$ cat src/rtl/mem_store_buffer.sv
// Purpose  : in-order store buffer between EX and the shared data SRAM port; packs sb/sh/sw into lanes.
// Latency  : a store accepted at edge N can drive the SRAM port in cycle N+1 at the earliest (no bypass).
// Backpress: st_ready drops while all DEPTH entries are occupied; a same-cycle pop does not reopen it.
//
// Ports:
//   clk, rst                 clock, synchronous active-high reset
//   st_valid/st_op/st_addr/st_data -> st_ready, st_ades    store request from EX ({sw,sh,sb} one-hot op)
//   ld_req/ld_addr -> ld_hazard                            MEM load arbitration and overlap detection
//   data_sram_en/wen/addr/wdata                            drain side of the shared SRAM port
//   sb_empty, sb_count                                     occupancy status
//
// Optional feature: define STORE_ALIGN_CHK_EN to flag and drop misaligned sh/sw stores via st_ades.
// Without it st_ades is tied low, sh uses addr[1] only and sw ignores addr[1:0].
module mem_store_buffer #(
    parameter int DEPTH = 4,
    parameter int PTR_W = 2
) (
    input  logic             clk,
    input  logic             rst,
    input  logic             st_valid,
    input  logic [2:0]       st_op,
    input  logic [31:0]      st_addr,
    input  logic [31:0]      st_data,
    output logic             st_ready,
    output logic             st_ades,
    input  logic             ld_req,
    input  logic [31:0]      ld_addr,
    output logic             ld_hazard,
    output logic             data_sram_en,
    output logic [3:0]       data_sram_wen,
    output logic [31:0]      data_sram_addr,
    output logic [31:0]      data_sram_wdata,
    output logic             sb_empty,
    output logic [PTR_W:0]   sb_count
);

    localparam logic [PTR_W:0] FULL_CNT = (PTR_W + 1)'(DEPTH);
    localparam logic [PTR_W:0] CNT_ONE  = (PTR_W + 1)'(1);
    localparam logic [PTR_W-1:0] PTR_ONE = PTR_W'(1);

    // Entry storage: word address, byte enables, lane-replicated data.
    logic [29:0]      ent_addr  [DEPTH];
    logic [3:0]       ent_wen   [DEPTH];
    logic [31:0]      ent_wdata [DEPTH];
    logic [DEPTH-1:0] ent_vld;

    logic [PTR_W-1:0] head;
    logic [PTR_W-1:0] tail;
    logic [PTR_W:0]   count;

    logic             sel_sw, sel_sh, sel_sb;
    logic [3:0]       enq_wen;
    logic [31:0]      enq_wdata;
    logic             push, pop, drain;

    // Load address byte offset is irrelevant: hazard detection is word granular.
    logic             ld_addr_unused;
    assign ld_addr_unused = ^ld_addr[1:0];

    // Priority decode when more than one op bit is set: sw > sh > sb.
    assign sel_sw = st_op[2];
    assign sel_sh = !st_op[2] && st_op[1];
    assign sel_sb = !st_op[2] && !st_op[1] && st_op[0];

    always_comb begin
        enq_wen   = 4'b0000;
        enq_wdata = 32'h0;
        if (sel_sw) begin
            enq_wen   = 4'b1111;
            enq_wdata = st_data;
        end else if (sel_sh) begin
            enq_wen   = st_addr[1] ? 4'b1100 : 4'b0011;
            enq_wdata = {2{st_data[15:0]}};
        end else if (sel_sb) begin
            enq_wen   = 4'b0001 << st_addr[1:0];
            enq_wdata = {4{st_data[7:0]}};
        end
    end

`ifdef STORE_ALIGN_CHK_EN
    assign st_ades = st_valid && ((sel_sh && st_addr[0]) || (sel_sw && (st_addr[1:0] != 2'b00)));
`else
    assign st_ades = 1'b0;
`endif

    assign sb_count = count;
    assign sb_empty = (count == '0);
    assign st_ready = (count != FULL_CNT);

    // Word-granular overlap against every occupied entry, regardless of byte enables.
    always_comb begin
        ld_hazard = 1'b0;
        for (int i = 0; i < DEPTH; i++) begin
            if (ent_vld[i] && (ent_addr[i] == ld_addr[31:2])) begin
                ld_hazard = ld_req;
            end
        end
    end

    // A hazarding load yields the port so the conflicting store can retire.
    assign drain = !sb_empty && (!ld_req || ld_hazard);
    assign pop   = drain;
    assign push  = st_valid && st_ready && (st_op != 3'b000) && !st_ades;

    always_comb begin
        data_sram_en    = 1'b0;
        data_sram_wen   = 4'b0000;
        data_sram_addr  = 32'h0;
        data_sram_wdata = 32'h0;
        if (drain) begin
            data_sram_en    = 1'b1;
            data_sram_wen   = ent_wen[head];
            data_sram_addr  = {ent_addr[head], 2'b00};
            data_sram_wdata = ent_wdata[head];
        end
    end

    always_ff @(posedge clk) begin
        if (rst) begin
            head    <= '0;
            tail    <= '0;
            count   <= '0;
            ent_vld <= '0;
        end else begin
            if (push) begin
                tail <= tail + PTR_ONE;
            end
            if (pop) begin
                head <= head + PTR_ONE;
            end
            // Push and pop target different slots: push is gated off when full,
            // so tail never equals head while the head entry is being popped.
            for (int i = 0; i < DEPTH; i++) begin
                if (push && (tail == PTR_W'(i))) begin
                    ent_vld[i] <= 1'b1;
                end else if (pop && (head == PTR_W'(i))) begin
                    ent_vld[i] <= 1'b0;
                end
            end
            case ({push, pop})
                2'b10:   count <= count + CNT_ONE;
                2'b01:   count <= count - CNT_ONE;
                default: count <= count;
            endcase
        end
    end

    // Payload needs no reset; occupancy is tracked by ent_vld and count.
    always_ff @(posedge clk) begin
        if (push) begin
            ent_addr[tail]  <= st_addr[31:2];
            ent_wen[tail]   <= enq_wen;
            ent_wdata[tail] <= enq_wdata;
        end
    end

endmodule

$ cat config.mk
export PLATFORM = sky130hd
export DESIGN_NAME = mem_store_buffer
export DESIGN_NICKNAME = d
export VERILOG_FILES = /design/src/rtl/mem_store_buffer.sv
export SDC_FILE = /design/constraint.sdc
export NUM_CORES = 1
export LEC_CHECK = 0
export ABC_CLOCK_PERIOD_IN_PS = 3850
export BUFFER_PORTS_ARGS = -buffer_cell sky130_fd_sc_hd__buf_2
export CAP_MARGIN = 20
export CORE_MARGIN = 2
export CORE_UTILIZATION = 58
export CTS_BUF_LIST = sky130_fd_sc_hd__clkbuf_4 sky130_fd_sc_hd__clkbuf_8 sky130_fd_sc_hd__clkbuf_16
export DETAILED_ROUTE_END_ITERATION = 6
export GPL_ROUTABILITY_DRIVEN = 0
export GPL_TIMING_DRIVEN = 0
export PLACE_DENSITY = 0.8
export SLEW_MARGIN = 20
export SYNTH_ARGS = -nofsm -noshare
export SYNTH_HDL_FRONTEND = slang
export SYNTH_SLANG_ARGS = --single-unit
export TNS_END_PERCENT = 5
$ cat constraint.sdc
create_clock -name clk -period 3.85 [get_ports clk]
set_clock_uncertainty 0.05 [all_clocks]
set_input_delay 0.385 -clock clk [delete_from_list [all_inputs] [get_ports clk]]
set_output_delay 0.385 -clock clk [all_outputs]
set_load 0.005 [all_outputs]
**After elaboration in Yosys (flattened, before gate mapping)**

Memories as Yosys holds them, arrays and structs flattened. A register that Yosys moved wholly into a read port is not among the register bits.
Index checks and enable logic that the tools add are counted.

- Memories: 3
- ROM bits: 0
- Bits in latches: 0
- Output and inout port bits: 76
- Input port bits: 103
- Logic and storage cells: 92
- Bits in writable memories: 264
- Register bits: 11

- Reductions and logical operators: 32
- Bitwise gates (word level): 0
- Shift operators: 1
- Muxes and demuxes: 32
- $lt $le $gt $ge: 0
- Add/sub/neg operators: 4
- Multipliers: 0
- Divide/modulo/power cells: 0
- Eq/ne operators: 13

Memories:

| memory | words | width | read ports | clocked after memory_dff | write ports | RTL line | text |
|---|---|---|---|---|---|---|---|
| ent_wdata | 4 | 32 | 1 | 1 | 1 | 44 | `logic [31:0] ent_wdata [DEPTH];` |
| ent_addr | 4 | 30 | 5 | 1 | 1 | 42 | `logic [29:0] ent_addr [DEPTH];` |
| ent_wen | 4 | 4 | 1 | 1 | 1 | 43 | `logic [3:0] ent_wen [DEPTH];` |

Operators with widths:

| operator | number |
|---|---|
| $mux W32 | 5 |
| $eq A30 B30 Y1 | 4 |
| $mux W4 | 5 |
| $logic_and A1 B1 Y1 | 18 |
| $mux W1 | 15 |
| $mux W2 | 6 |
| $eq A2 B2 Y1 const B | 5 |
| $reduce_bool A2 Y1 | 5 |
| $eq A2 B1 Y1 const B | 3 |
| $pmux W3 S2 | 1 |
| $add A2 B1 Y2 const B | 2 |
| $logic_not A1 Y1 | 4 |
| $logic_not A2 Y1 | 2 |
| $shl A1 B2 Y4 const A | 1 |
| $add A3 B1 Y3 const B | 1 |
| $logic_not A3 Y1 | 1 |
| $ne A3 B3 Y1 const B | 1 |
| $reduce_bool A3 Y1 | 1 |
| $sub A3 B1 Y3 const B | 1 |
| $logic_or A1 B1 Y1 | 1 |

**Longest topological paths before layout**

Gate-level depths: netlist of run 1.
An unclocked memory read counts as a cell.

- Depth in word-level cells: 12
- Depth in mapped cells: 13
- Mapped depth without buffers: 11

**Least setup slack after synthesis of run 1**

OpenSTA, ideal clock, no wires.

- Path type: input-to-reg
- Start point: in st_op[2]
- End point: reg ent_vld[0]
- Setup slack: 0.444 ns
- Required time: 3.713 ns
- Stages on the path: 9
- Buffers on the path: 3
- Setup time: 0.087 ns
- Arrival time: 3.269 ns
- Path through: buf_2 or2_1 clkbuf_1 nor2_2 and3b_1 buf_2 and2_1 nor2_1 a211oi_1

- Longest elaborated chain between the ends: 4
- Elaborated cells on any way between the ends: 5
- Classes of those cells: 1 x mux; 4 x reduce/logical

RTL lines:

| element | RTL line | text |
|---|---|---|
| start, declared | 21 | `input logic [2:0] st_op,` |
| $reduce_bool A3 Y1 (*) | 103 | `assign push = st_valid && st_ready && (st_op != 3'b000) && !st_ades;` |
| $logic_and A1 B1 Y1 (*) | 103 |  |
| $logic_and A1 B1 Y1 (*) | 134 | `if (push && (tail == PTR_W'(i))) begin` |
| $mux W1 / $reduce_bool A2 Y1 (equally long branches) | - |  |
| end signal, assigned | 123 | `ent_vld <= '0;` |
| end signal, assigned by index | 135 | `ent_vld[i] <= 1'b1;` |
| end signal, assigned by index | 137 | `ent_vld[i] <= 1'b0;` |
| end, declared | 45 | `logic [DEPTH-1:0] ent_vld;` |

Every way passes the cells marked *; elsewhere a longest branch is shown, timed or not.
A chain may end at the register's enable or synchronous reset.

==> out/qor.json, run 1 <==
{
  "run_status": {
    "status": "complete, but fails checks",
    "failed_checks": "design-rule violations"
  },
  "place": {
    "placed_cells_incl_taps": 1283,
    "placement.cell_area_sq_um": 14100,
    "dp.final_hpwl_microns": 23100,
    "io_buffers": 142
  },
  "synthesis": {
    "post_synth_and_or_nand_nor_area_fraction_pct": 10.4,
    "yosys.cell_types.count": 39,
    "synth-compound-area-share_pct": 2.54,
    "post_synthesis_share_of_cell_area_spent_on_full_adders_half_adders_and_majority_gates_pct": 1.02,
    "synth_top_cell_by_area": "sky130_fd_sc_hd__edfxtp_1",
    "ys_top_cells_by_area": "sky130_fd_sc_hd__edfxtp_1 (61%), sky130_fd_sc_hd__mux4_2 (11%), sky130_fd_sc_hd__xnor2_1 (8.2%), sky130_fd_sc_hd__and2_1 (3.4%), sky130_fd_sc_hd__nand4_1 (2.7%)",
    "syn_area_per_cell_sq_um": 15.1,
    "post_synth_xor_area_fraction_pct": 8.32,
    "synth_area_sq_um": 12900,
    "sequential_element_share_of_the_synthesized_area_pct": 63.2,
    "synth_enable_flop_cells": 264,
    "synth_mux_area_share_pct": 11.5,
    "ys_seq_elements": 277,
    "dominantRegCellSynth": "sky130_fd_sc_hd__edfxtp_1",
    "ys_async_sr_fraction_pct": 0,
    "post_synth_inst_count": 855,
    "synth_top_family_by_area": "multiplexers",
    "synth.top_cell.area_share_pct": 61.2,
    "yosys_warnings": 0
  },
  "pwr": {
    "ir_drop_uv": 399,
    "total_leakage_power_nw": 5.21,
    "pwr_density_cell_nw_per_um2": 549,
    "total_power_mw": 8.32
  },
  "grt": {
    "grtUsageTotal_pct": 27.1,
    "maximum_number_of_pins_on_one_net_before_global_route_repair": 45,
    "antenna_violations_before_repair": 1,
    "number_of_global_route_vias_before_repair": 8294,
    "wire_length_of_the_first_global_routing_pass_microns": 48200,
    "grt_remaining_overflow": 0
  },
  "setup_path": {
    "worstSetupStartpointType": "register",
    "ff2ff_setup_slack_ns": 0.13,
    "timing.critical_path.fanout_max": 11,
    "worst_path_dominant_cell_family": "simple AND/OR/NAND/NOR gates",
    "worst-r2r-cell-count": 12,
    "critPathArrivalTime_ns": 4.14,
    "crit_start": "ent_addr[1][2]$_DFFE_PP_",
    "critPathSlowestCell": "sky130_fd_sc_hd__nor4_1",
    "worst_setup_path_endpoint": "sb_count[2]$_SDFFE_PP0P_",
    "worst-setup-path-type": "register to register",
    "cell_chain_of_the_critical_path": "xnor2_1, nand4_1, nor4_1, a22oi_1, a31oi_4, buf_2, ha_1, inv_1, fa_1, xor2_1, or3_1, a21oi_1",
    "endpoint_kind": "register",
    "r2r-end": "sb_count[2]$_SDFFE_PP0P_",
    "critical_path.reg2reg.startpoint": "ent_addr[1][2]$_DFFE_PP_",
    "crit_cells": 12,
    "worstPathRequired_ns": 4.27,
    "critical_path_buf_inv_count": 2,
    "critical-path-max-stage-delay_ns": 0.46
  },
  "routing": {
    "route.antenna.remaining_nets": 0,
    "route.detailed.wl_per_inst_microns": 23.9,
    "route.detailed.vias_per_inst": 6.19,
    "detailedRoute.firstIterationViolations": 843,
    "drc": 1,
    "wl_met2_microns": 15900,
    "wirelength_met1_microns": 11800,
    "detailedRoute.firstPassIterationCount": 7,
    "routed-via-count": 8369,
    "top_signal_layer_used": "met4",
    "routed_wirelength_microns": 32300,
    "dr_wl_met3_microns": 3340
  },
  "sta": {
    "timing.hold.ws_ns": 0.0185,
    "maxSlewHeadroom_pct": 36.6,
    "setup_tns_ns": 0,
    "final-hold-violation-count": 0,
    "unrepaired_setup_endpoints_after_global_routing": "no",
    "clock.fmax_mhz": 269,
    "maxSlewViolCount": 0,
    "finalCriticalPeriod_ns": 3.72,
    "worstMarginPinSlew_ns": 0.950,
    "report.final.setup_viol": 0,
    "share_of_the_cycle_needed_by_the_critical_path_after_routing_pct": 96.6
  },
  "clock_tree": {
    "clk_transition_reported_paths_ns": 0.06,
    "clock_tree.buffer_depth": 3,
    "clock-sinks": 277,
    "clk_root_buffer_cell": "sky130_fd_sc_hd__clkbuf_16",
    "clk_latency_ns": 0.55,
    "htree_levels": 1,
    "cts_made_buffers": 29,
    "cts_tree": "yes"
  },
  "floorplan": {
    "num_io_pins": 179,
    "area_of_the_core_sq_um": 21900,
    "rows": 54,
    "start_util_pct": 59.2,
    "die_y_extent_microns": 153,
    "dieWidth_microns": 153,
    "die_area_sq_um": 23500
  },
  "layout": {
    "area_grow_syn2layout_pct": 17.1,
    "finalNonFillerCells": 1353,
    "layout_commonest_cell": "sky130_fd_sc_hd__edfxtp_1",
    "drive_above_1_share_pct": 28.9,
    "layout.cells.most_common_list": "sky130_fd_sc_hd__edfxtp_1 (264), sky130_fd_sc_hd__buf_2 (175), sky130_fd_sc_hd__xnor2_1 (121), sky130_fd_sc_hd__mux4_2 (66), sky130_fd_sc_hd__and2_1 (66)",
    "fillers": 1448,
    "postLayoutCellArea_sq_um": 15200,
    "number_of_nets_in_the_final_layout": 1164
  },
  "job": {
    "drv.max_cap_violation_count": 0
  },
  "min_path": {
    "hp-class": "primary input to register",
    "hold_depth": 1
  }
}
==> how the worst min path moves through the flow <==
stage | start | endpoint
after floorplan | st_addr[2] | ent_addr[0][0]$_DFFE_PP_
after global placement | sb_count[2]$_SDFFE_PP0P_ | sb_count[2]$_SDFFE_PP0P_
after detailed placement | sb_count[2]$_SDFFE_PP0P_ | sb_count[2]$_SDFFE_PP0P_
after CTS | st_addr[9] | ent_addr[2][7]$_DFFE_PP_
after global routing | st_addr[16] | ent_addr[0][14]$_DFFE_PP_
final | st_addr[17] | ent_addr[2][15]$_DFFE_PP_
==> repair_timing <==
action                    in CTS  in global routing
hold buffers                  17                  0
hold endpoints to repair      68                  0
buffers inserted               0                  0
resized for setup              0                  0
==> routing by layer <==
metal  GRT usage [%]  up-vias
li1                -     3630
met1            35.3     4102
met2            45.9      538
met3            5.47       99
met4            9.92        0
met5               0        -
==> sequential cells by signal, indices dropped and copies added, names as in the netlist, named ones only <==
| signal | count |
|---|---|
| head | 2 |
| ent_vld | 4 |
| sb_count | 3 |
| ent_wdata | 128 |
| tail | 2 |
| ent_wen | 16 |
| ent_addr | 120 |
==> metrics by stage <==
stage	util, %	worst slack [ns]
2_1_floorplan	-	0.444
3_3_place_gp	64.0	-1.05
3_5_place_dp	64.5	0.121
4_1_cts	69.3	0.239
5_1_grt	69.3	0.0381
6_report	69.3	0.130
==> synthesized netlist by cell type, types with 2 or more instances <==
cell	number
sky130_fd_sc_hd__nand2_1	46
sky130_fd_sc_hd__dfxtp_1	13
sky130_fd_sc_hd__o21ai_0	27
sky130_fd_sc_hd__nand2b_1	2
sky130_fd_sc_hd__clkbuf_1	22
sky130_fd_sc_hd__edfxtp_1	264
sky130_fd_sc_hd__nor2b_1	9
sky130_fd_sc_hd__clkbuf_2	2
sky130_fd_sc_hd__and2_1	70
sky130_fd_sc_hd__ha_1	9
sky130_fd_sc_hd__a211oi_1	4
sky130_fd_sc_hd__nand4_1	56
sky130_fd_sc_hd__buf_2	33
sky130_fd_sc_hd__a31oi_1	2
sky130_fd_sc_hd__or4_1	2
sky130_fd_sc_hd__or3_1	2
sky130_fd_sc_hd__a22oi_1	2
sky130_fd_sc_hd__nor4_1	17
sky130_fd_sc_hd__inv_1	12
sky130_fd_sc_hd__o2111ai_1	2
sky130_fd_sc_hd__a22o_1	2
sky130_fd_sc_hd__xnor2_1	121
sky130_fd_sc_hd__buf_1	2
sky130_fd_sc_hd__a21oi_1	13
sky130_fd_sc_hd__mux4_2	66
sky130_fd_sc_hd__nand3_1	13
sky130_fd_sc_hd__buf_4	4
sky130_fd_sc_hd__xor2_1	2
sky130_fd_sc_hd__buf_6	4
sky130_fd_sc_hd__nor2_1	22
sky130_fd_sc_hd__o21bai_1	2
==> cell type report <==
cell class | instances | area [sq um] | area share (%)
Clock buffer | 36 | 778 | 5.13
Clock inverter | 16 | 91.3 | 0.602
Multi-Input combinational cell | 501 | 4390 | 29.0
Tap cell | 280 | 350 | 2.31
Antenna cell | 1 | 2.50 | 0.0165
Buffer | 67 | 340 | 2.24
Sequential cell | 277 | 8190 | 54.0
Inverter | 12 | 45.0 | 0.297
Timing Repair Buffer | 163 | 976 | 6.44
==> cells by family after synthesis <==
logic type      Yosys count
compound gates           55
xor+xnor                123
fa+ha+maj                10
buf+inv                  79
flops                   277
mux                      66
other cells               1
simple gates            244
==> power breakdown <==
| part | switching (mW) | internal [mW] |
|---|---|---|
| Clock | 1.11 | 1.43 |
| Sequential | 0.127 | 3.62 |
| Combinational | 1.10 | 0.928 |
No activity file was read; power rests on OpenSTA's default activity.
==> inputs of run 2 (changes only) <==
BUFFER_PORTS_ARGS = default   (was -buffer_cell sky130_fd_sc_hd__buf_2)
CORE_UTILIZATION = 64   (was 58)
DONT_BUFFER_PORTS = 1   (was default)
==> run 2 against run 1 <==
- the flow still finishes with violations (design-rule violations)
- sequential power about the same
- clock power is 10% higher
- final cell count decreased by 10%
- non-clock buffer count down 129
- sequential cell count unchanged
- fmax is 0.46% lower
==> out/qor.json, run 2 (synthesis gave the netlist of run 1 again) <==
{
  "clock_tree": {
    "clock-sinks": {"value": 277, "change": "unchanged"},
    "clk_transition_reported_paths": {"value": 0.06, "unit": "ns", "change": "about the same"},
    "clk_latency": {"value": 0.54, "unit": "ns", "change": "was 0.55 ns"},
    "postCtsSetupRepairBufs": {"value": 0, "change": "unchanged"},
    "htree_levels": {"value": 1, "change": "unchanged"},
    "cts_tree": {"value": "yes", "change": "unchanged"},
    "clock_tree.buffer_depth": {"value": 3, "change": "unchanged"},
    "cts_made_buffers": {"value": 28, "change": "was 29"},
    "clk_root_buffer_cell": {"value": "sky130_fd_sc_hd__clkbuf_16", "change": "unchanged"}
  },
  "sta": {
    "final-hold-violation-count": {"value": 0, "change": "unchanged"},
    "unrepaired_setup_endpoints_after_global_routing": {"value": "no", "change": "unchanged"},
    "share_of_the_cycle_needed_by_the_critical_path_after_routing": {"value": 97.1, "unit": "%", "change": "was 96.6%"},
    "report.final.setup_viol": {"value": 0, "change": "unchanged"},
    "worstMarginPinSlew": {"value": 0.892, "unit": "ns", "change": "was 0.950 ns"},
    "clock.fmax": {"value": 268, "unit": "MHz", "change": "was 269 MHz"},
    "timing.hold.ws": {"value": 0.0422, "unit": "ns", "change": "was 0.0185 ns"},
    "setup_tns": {"value": 0, "unit": "ns", "change": "unchanged"},
    "maxSlewViolCount": {"value": 0, "change": "unchanged"},
    "maxSlewHeadroom": {"value": 40.5, "unit": "%", "change": "was 36.6%"},
    "finalCriticalPeriod": {"value": 3.74, "unit": "ns", "change": "was 3.72 ns"}
  },
  "routing": {
    "detailedRoute.firstIterationViolations": {"value": 1036, "change": "was 843"},
    "route.antenna.remaining_nets": {"value": 0, "change": "unchanged"},
    "route.detailed.vias_per_inst": {"value": 6.70, "change": "was 6.19"},
    "routed_wirelength": {"value": 32700, "unit": "microns", "change": "was 32300 microns"},
    "route.detailed.wl_per_inst": {"value": 26.9, "unit": "microns", "change": "was 23.9 microns"},
    "detailedRoute.firstPassIterationCount": {"value": 7, "change": "unchanged"},
    "drc": {"value": 34, "change": "was 1"},
    "routed-via-count": {"value": 8142, "change": "was 8369"}
  },
  "setup_path": {
    "cell_chain_of_the_critical_path": {"value": "xnor2_1, nand4_1, nor4_1, a22oi_1, a31oi_4, clkbuf_4, ha_1, inv_1, fa_1, xor2_1, or3_1, a21oi_1", "change": "was xnor2_1, nand4_1, nor4_1, a22oi_1, a31oi_4, buf_2, ha_1, inv_1, fa_1, xor2_1, or3_1, a21oi_1"},
    "worst_path_dominant_cell_family": {"value": "simple AND/OR/NAND/NOR gates", "change": "unchanged"},
    "worst-setup-path-type": {"value": "register to register", "change": "unchanged"},
    "crit_cells": {"value": 12, "change": "unchanged"},
    "critical_path_buf_inv_count": {"value": 2, "change": "unchanged"},
    "worst-r2r-cell-count": {"value": 12, "change": "unchanged"},
    "critPathSlowestCell": {"value": "sky130_fd_sc_hd__nor4_1", "change": "unchanged"},
    "timing.critical_path.fanout_max": {"value": 11, "change": "unchanged"},
    "worstSetupStartpointType": {"value": "register", "change": "unchanged"},
    "worstPathRequired": {"value": 4.26, "unit": "ns", "change": "was 4.27 ns"},
    "endpoint_kind": {"value": "register", "change": "unchanged"},
    "critPathArrivalTime": {"value": 4.15, "unit": "ns", "change": "was 4.14 ns"},
    "critical-path-max-stage-delay": {"value": 0.44, "unit": "ns", "change": "was 0.46 ns"}
  },
  "pwr": {
    "pwr_density_cell": {"value": 571, "unit": "nW/um^2", "change": "was 549 nW/um^2"},
    "p_sw_share": {"value": 27.2, "unit": "%", "change": "was 28.1%"},
    "p_clk_share": {"value": 33.3, "unit": "%", "change": "was 30.6%"},
    "internal_power": {"value": 6.11, "unit": "mW", "change": "was 5.98 mW"},
    "power.share.sequential": {"value": 44.7, "unit": "%", "change": "was 45.0%"},
    "comb_power_share": {"value": 22.0, "unit": "%", "change": "was 24.4%"},
    "p_sw": {"value": 2.29, "unit": "mW", "change": "was 2.34 mW"},
    "total_leakage_power": {"value": 4.68, "unit": "nW", "change": "was 5.21 nW"},
    "ir_drop": {"value": 424, "unit": "uV", "change": "was 399 uV"}
  },
  "grt": {
    "grtUsageTotal": {"value": 30.6, "unit": "%", "change": "was 27.1%"},
    "antenna_violations_before_repair": {"value": 6, "change": "was 1"},
    "wire_length_of_the_first_global_routing_pass": {"value": 48900, "unit": "microns", "change": "was 48200 microns"},
    "grt_remaining_overflow": {"value": 0, "change": "unchanged"},
    "number_of_global_route_vias_before_repair": {"value": 8278, "change": "was 8294"},
    "maximum_number_of_pins_on_one_net_before_global_route_repair": {"value": 39, "change": "was 45"}
  },
  "run_status": {
    "status": {"value": "complete, but fails checks", "change": "unchanged"},
    "failed_checks": {"value": "design-rule violations", "change": "unchanged"}
  },
  "floorplan": {
    "die_area": {"value": 21400, "unit": "sq um", "change": "was 23500 sq um"},
    "start_util": {"value": 64.6, "unit": "%", "change": "was 59.2%"},
    "area_of_the_core": {"value": 20000, "unit": "sq um", "change": "was 21900 sq um"},
    "die_y_extent": {"value": 146, "unit": "microns", "change": "was 153 microns"},
    "dieWidth": {"value": 146, "unit": "microns", "change": "was 153 microns"},
    "rows": {"value": 52, "change": "was 54"},
    "num_io_pins": {"value": 179, "change": "unchanged"}
  },
  "layout": {
    "layout_commonest_cell": {"value": "sky130_fd_sc_hd__edfxtp_1", "change": "unchanged"},
    "drive_above_1_share": {"value": 18.3, "unit": "%", "change": "was 28.9%"},
    "core_utilization_of_the_finished_layout": {"value": 73.4, "unit": "%", "change": "was 69.3%"},
    "postLayoutCellArea": {"value": 14700, "unit": "sq um", "change": "was 15200 sq um"},
    "area_grow_syn2layout": {"value": 13.6, "unit": "%", "change": "was 17.1%"},
    "layout.cells.most_common_list": {"value": "sky130_fd_sc_hd__edfxtp_1 (264), sky130_fd_sc_hd__xnor2_1 (116), sky130_fd_sc_hd__mux4_2 (66), sky130_fd_sc_hd__and2_1 (66), sky130_fd_sc_hd__nand4_1 (56)", "change": "was sky130_fd_sc_hd__edfxtp_1 (264), sky130_fd_sc_hd__buf_2 (175), sky130_fd_sc_hd__xnor2_1 (121), sky130_fd_sc_hd__mux4_2 (66), sky130_fd_sc_hd__and2_1 (66)"},
    "max_flop_register": {"value": "ent_wdata", "change": "unchanged"},
    "reg_top3": {"value": "ent_wdata x128, ent_addr x120, ent_wen x16", "change": "unchanged"},
    "number_of_nets_in_the_final_layout": {"value": 1034, "change": "was 1164"},
    "largest_register_ff_count": {"value": 128, "change": "unchanged"}
  },
  "min_path": {
    "hp-class": {"value": "primary input to register", "change": "unchanged"},
    "hold_depth": {"value": 2, "change": "was 1"}
  },
  "place": {
    "io_buffers": {"value": 0, "change": "was 142"},
    "placement.cell_area": {"value": 13400, "unit": "sq um", "change": "was 14100 sq um"},
    "dp.final_hpwl": {"value": 22800, "unit": "microns", "change": "was 23100 microns"}
  },
  "job": {
    "drv.max_cap_violation_count": {"value": 0, "change": "unchanged"}
  }
}
==> run 2: worst paths after layout <==
path                            slack, ns                        to                      from
worst max-delay path                 0.11  sb_count[2]$_SDFFE_PP0P_  ent_addr[1][0]$_DFFE_PP_
worst min-delay path                 0.04      head[0]$_SDFFE_PP0P_                       rst
worst max register to register       0.11  sb_count[2]$_SDFFE_PP0P_  ent_addr[1][0]$_DFFE_PP_
worst min register to register       0.51  sb_count[2]$_SDFFE_PP0P_  sb_count[2]$_SDFFE_PP0P_
==> run 2: layer usage <==
metal,part of all wire [%],track usage [%]
met5,0,0
met4,5.4,13.6
met3,12,7.94
met2,48,50.7
met1,35,38.6
==> run 2: final cells by class <==
type / count / area (sq um)
antenna: 6 / 15.0
sequential: 277 / 8190
fill: 1264 / 5330
multi-input combinational: 501 / 4440
timing repair buffer: 34 / 395
buffer: 67 / 343
clock buffer: 38 / 793
tap: 270 / 338
clock inverter: 11 / 158
inverter: 12 / 45.0
==> run 2: power by group through the flow <==
| stage | Combinational, mW | Sequential (mW) | Clock, mW |
|---|---|---|---|
| global route | 1.97 | 3.78 | 2.90 |
| finish | 1.85 | 3.76 | 2.80 |
| global placement | 1.71 | 3.82 | 0 |
| CTS | 1.83 | 3.75 | 2.80 |
| floorplan | 1.29 | 3.78 | 0 |
| detailed placement | 1.78 | 3.81 | 0 |
==> run 2: through the flow <==
| stage | setup slack, ns | total power [mW] | std cells |
|---|---|---|---|
| after floorplan | 0.444 | 5.07 | 857 |
| after global placement | -1.01 | 5.53 | 1127 |
| after detailed placement | -0.00800 | 5.59 | 1131 |
| after CTS | 0.0916 | 8.38 | 1210 |
| after global routing | 0.0228 | 8.66 | 1214 |
| final | 0.113 | 8.40 | 1216 |
==> run 2: repair_timing <==
| action | CTS | global route |
|---|---|---|
| hold buffers | 30 | 0 |
| resized for setup | 0 | 7 |
| hold endpoints to repair | 120 | 0 |
| setup endpoints to repair | 0 | 1 |
==> run 2: worst register-to-register path, cell delays in order (launching register included) <==
cell                       delay [ns]
sky130_fd_sc_hd__edfxtp_1        0.41
sky130_fd_sc_hd__xnor2_1         0.32
sky130_fd_sc_hd__nand4_1         0.20
sky130_fd_sc_hd__nor4_1          0.44
sky130_fd_sc_hd__a22oi_1         0.29
sky130_fd_sc_hd__a31oi_4         0.36
sky130_fd_sc_hd__clkbuf_4        0.32
sky130_fd_sc_hd__ha_1            0.21
sky130_fd_sc_hd__inv_1           0.06
sky130_fd_sc_hd__fa_1            0.37
sky130_fd_sc_hd__xor2_1          0.16
sky130_fd_sc_hd__or3_1           0.30
sky130_fd_sc_hd__a21oi_1         0.16
==> inputs of run 3 (changes only) <==
CELL_PAD_IN_SITES_DETAIL_PLACEMENT = 0   (was default)
CELL_PAD_IN_SITES_GLOBAL_PLACEMENT = 1   (was default)
CORE_UTILIZATION = 53   (was 64)
==> run 3 against run 2 <==
- count of clock-buffer cells in the layout fell by 3
- cell area barely moved
- clock power fell by 3%
- largest cell class unchanged
- fmax rose by 2.6%
- largest power group unchanged
- via count fell by 5.6%
- critical endpoint unchanged
- the run now ends clean
- non-clock buffer count did not move
- total power fell by 1.3%
- global-route usage fell by 5.2 points
==> out/qor.json, run 3 (synthesis gave the netlist of run 1 again) <==
{
  "run_status": {
    "status": {"value": "finished clean", "change": "was complete, but fails checks"}
  },
  "floorplan": {
    "rows": {"value": 57, "change": "was 52"},
    "num_io_pins": {"value": 179, "change": "unchanged"},
    "start_util": {"value": 53.6, "unit": "%", "change": "was 64.6%"},
    "die_area": {"value": 25700, "unit": "sq um", "change": "was 21400 sq um"},
    "area_of_the_core": {"value": 24200, "unit": "sq um", "change": "was 20000 sq um"},
    "dieWidth": {"value": 160, "unit": "microns", "change": "was 146 microns"},
    "die_y_extent": {"value": 160, "unit": "microns", "change": "was 146 microns"}
  },
  "grt": {
    "antenna_violations_before_repair": {"value": 1, "change": "was 6"},
    "grtUsageTotal": {"value": 25.4, "unit": "%", "change": "was 30.6%"},
    "grt_remaining_overflow": {"value": 0, "change": "unchanged"},
    "wire_length_of_the_first_global_routing_pass": {"value": 48400, "unit": "microns", "change": "was 48900 microns"},
    "maximum_number_of_pins_on_one_net_before_global_route_repair": {"value": 43, "change": "was 39"},
    "number_of_global_route_vias_before_repair": {"value": 7713, "change": "was 8278"}
  },
  "layout": {
    "drive_above_1_share": {"value": 18.2, "unit": "%", "change": "was 18.3%"},
    "max_flop_register": {"value": "ent_wdata", "change": "unchanged"},
    "largest_register_ff_count": {"value": 128, "change": "unchanged"},
    "layout_commonest_cell": {"value": "sky130_fd_sc_hd__edfxtp_1", "change": "unchanged"},
    "postLayoutCellArea": {"value": 14700, "unit": "sq um", "change": "about the same"},
    "layout.cells.most_common_list": {"value": "sky130_fd_sc_hd__edfxtp_1 (264), sky130_fd_sc_hd__xnor2_1 (120), sky130_fd_sc_hd__mux4_2 (66), sky130_fd_sc_hd__and2_1 (66), sky130_fd_sc_hd__nand4_1 (56)", "change": "was sky130_fd_sc_hd__edfxtp_1 (264), sky130_fd_sc_hd__xnor2_1 (116), sky130_fd_sc_hd__mux4_2 (66), sky130_fd_sc_hd__and2_1 (66), sky130_fd_sc_hd__nand4_1 (56)"},
    "reg_top3": {"value": "ent_wdata x128, ent_addr x120, ent_wen x16", "change": "unchanged"},
    "fillers": {"value": 1827, "change": "was 1264"},
    "area_grow_syn2layout": {"value": 13.7, "unit": "%", "change": "was 13.6%"},
    "finalNonFillerCells": {"value": 1269, "change": "was 1216"},
    "number_of_nets_in_the_final_layout": {"value": 1034, "change": "unchanged"},
    "core_utilization_of_the_finished_layout": {"value": 60.9, "unit": "%", "change": "was 73.4%"}
  },
  "place": {
    "dp.final_hpwl": {"value": 23400, "unit": "microns", "change": "was 22800 microns"},
    "placement.cell_area": {"value": 13500, "unit": "sq um", "change": "was 13400 sq um"},
    "io_buffers": {"value": 0, "change": "unchanged"},
    "placed_cells_incl_taps": {"value": 1185, "change": "was 1131"}
  },
  "setup_path": {
    "critPathArrivalTime": {"value": 4.06, "unit": "ns", "change": "was 4.15 ns"},
    "ff2ff_setup_slack": {"value": 0.21, "unit": "ns", "change": "was 0.11 ns"},
    "worstSetupStartpointType": {"value": "register", "change": "unchanged"},
    "r2r-end": {"value": "sb_count[2]$_SDFFE_PP0P_", "change": "unchanged"},
    "endpoint_kind": {"value": "register", "change": "unchanged"},
    "crit_start": {"value": "ent_addr[2][1]$_DFFE_PP_", "change": "was ent_addr[1][0]$_DFFE_PP_"},
    "timing.critical_path.fanout_max": {"value": 11, "change": "unchanged"},
    "worst_setup_path_endpoint": {"value": "sb_count[2]$_SDFFE_PP0P_", "change": "unchanged"},
    "worstPathRequired": {"value": 4.27, "unit": "ns", "change": "was 4.26 ns"},
    "worst-r2r-cell-count": {"value": 12, "change": "unchanged"},
    "worst-setup-path-type": {"value": "register to register", "change": "unchanged"},
    "critical_path.reg2reg.startpoint": {"value": "ent_addr[2][1]$_DFFE_PP_", "change": "was ent_addr[1][0]$_DFFE_PP_"}
  },
  "pwr": {
    "total_leakage_power": {"value": 4.66, "unit": "nW", "change": "was 4.68 nW"},
    "pwr_density_cell": {"value": 563, "unit": "nW/um^2", "change": "was 571 nW/um^2"},
    "total_power": {"value": 8.29, "unit": "mW", "change": "was 8.40 mW"},
    "ir_drop": {"value": 412, "unit": "uV", "change": "was 424 uV"}
  },
  "sta": {
    "timing.hold.ws": {"value": 0.0303, "unit": "ns", "change": "was 0.0422 ns"},
    "share_of_the_cycle_needed_by_the_critical_path_after_routing": {"value": 94.6, "unit": "%", "change": "was 97.1%"},
    "clock.fmax": {"value": 275, "unit": "MHz", "change": "was 268 MHz"},
    "unrepaired_setup_endpoints_after_global_routing": {"value": "no", "change": "unchanged"},
    "final-hold-violation-count": {"value": 0, "change": "unchanged"},
    "maxSlewViolCount": {"value": 0, "change": "unchanged"},
    "finalCriticalPeriod": {"value": 3.64, "unit": "ns", "change": "was 3.74 ns"},
    "report.final.setup_viol": {"value": 0, "change": "unchanged"},
    "maxSlewHeadroom": {"value": 38.0, "unit": "%", "change": "was 40.5%"},
    "worstMarginPinSlew": {"value": 0.931, "unit": "ns", "change": "was 0.892 ns"}
  },
  "clock_tree": {
    "cts_tree": {"value": "yes", "change": "unchanged"},
    "cts_made_buffers": {"value": 28, "change": "unchanged"},
    "clk_transition_reported_paths": {"value": 0.06, "unit": "ns", "change": "about the same"},
    "htree_levels": {"value": 1, "change": "unchanged"},
    "clk_latency": {"value": 0.54, "unit": "ns", "change": "about the same"},
    "clock-sinks": {"value": 277, "change": "unchanged"},
    "postCtsSetupRepairBufs": {"value": 0, "change": "unchanged"},
    "clk_root_buffer_cell": {"value": "sky130_fd_sc_hd__clkbuf_16", "change": "unchanged"},
    "clock_tree.buffer_depth": {"value": 3, "change": "unchanged"}
  },
  "routing": {
    "route.detailed.wl_per_inst": {"value": 25.6, "unit": "microns", "change": "was 26.9 microns"},
    "routed_wirelength": {"value": 32500, "unit": "microns", "change": "was 32700 microns"},
    "route.antenna.remaining_nets": {"value": 0, "change": "unchanged"},
    "detailedRoute.firstIterationViolations": {"value": 845, "change": "was 1036"},
    "detailedRoute.firstPassIterationCount": {"value": 5, "change": "was 7"},
    "drc": {"value": 0, "change": "was 34"},
    "routed-via-count": {"value": 7683, "change": "was 8142"},
    "route.detailed.vias_per_inst": {"value": 6.05, "change": "was 6.70"}
  },
  "job": {
    "drv.max_cap_violation_count": {"value": 0, "change": "unchanged"}
  },
  "min_path": {
    "hp-class": {"value": "primary input to register", "change": "unchanged"},
    "hold_path.startpoint": {"value": "rst", "change": "unchanged"}
  }
}
run 3: cell count changes in the layout (fill, tap and decap cells not counted), sizes merged:
cell	change
clkinv	+7
clkbuf	-4
bufinv	-1
diode	-4
buf	+1
run 3: metal layers:
metal  track usage, %  vias up  wire length (microns)
met4             8.03        0                    975
met2             41.2      385                  15800
met5                0        -                      0
met3             6.66       61                   3070
met1             34.1     3871                  12700
li1                 -     3366                      -
run 3: worst min-delay path by stage:
stage                                 to  slack (ns)  cells past startpoint
2_1_floorplan   ent_addr[0][0]$_DFFE_PP_        0.43                      0
5_1_grt             head[0]$_SDFFE_PP0P_        0.03                      2
6_report            head[0]$_SDFFE_PP0P_        0.03                      2
3_3_place_gp   ent_addr[1][16]$_DFFE_PP_        0.43                      0
4_1_cts             head[0]$_SDFFE_PP0P_       0.005                      2
3_5_place_dp   ent_addr[0][16]$_DFFE_PP_        0.43                      0
run 3: stage by stage:
step | TNS, ns | worst slack [ns]
floorplan | 0 | 0.444
global placement | -306.35 | -1.23
detailed placement | 0 | 0.128
CTS | 0 | 0.279
global route | 0 | 0.0312
finish | 0 | 0.209
run 3: power by group:
group / switching (mW) / internal, mW
clock network: 1.11 / 1.59
logic: 1.04 / 0.792
registers: 0.131 / 3.62
total: 2.28 / 6.00
run 3: worst max-delay path: stages (launching register included):
cell	delay [ns]
sky130_fd_sc_hd__edfxtp_1	0.42
sky130_fd_sc_hd__xnor2_1	0.35
sky130_fd_sc_hd__nand4_1	0.14
sky130_fd_sc_hd__nor4_1	0.44
sky130_fd_sc_hd__a22oi_1	0.26
sky130_fd_sc_hd__a31oi_4	0.30
sky130_fd_sc_hd__buf_2	0.34
sky130_fd_sc_hd__ha_1	0.24
sky130_fd_sc_hd__inv_1	0.06
sky130_fd_sc_hd__fa_1	0.37
sky130_fd_sc_hd__xor2_1	0.17
sky130_fd_sc_hd__or3_1	0.30
sky130_fd_sc_hd__a21oi_1	0.13
run 3: what timing repair did:
action                                 CTS  global route
setup endpoints to repair                0             1
hold buffers                            30             0
endpoints found under the hold margin  120             0
gates resized for setup                  0             1
run 3: cell type report:
| class | instances | area, sq um | share of cell area (%) |
|---|---|---|---|
| sequential | 277 | 8190 | 55.6 |
| multi-input combinational | 501 | 4400 | 29.9 |
| clock buffer | 35 | 753 | 5.12 |
| timing repair buffer | 34 | 410 | 2.79 |
| tap | 324 | 405 | 2.75 |
| buffer | 67 | 340 | 2.31 |
| clock inverter | 17 | 176 | 1.20 |
| inverter | 12 | 45.0 | 0.306 |
| antenna | 2 | 5.00 | 0.0340 |
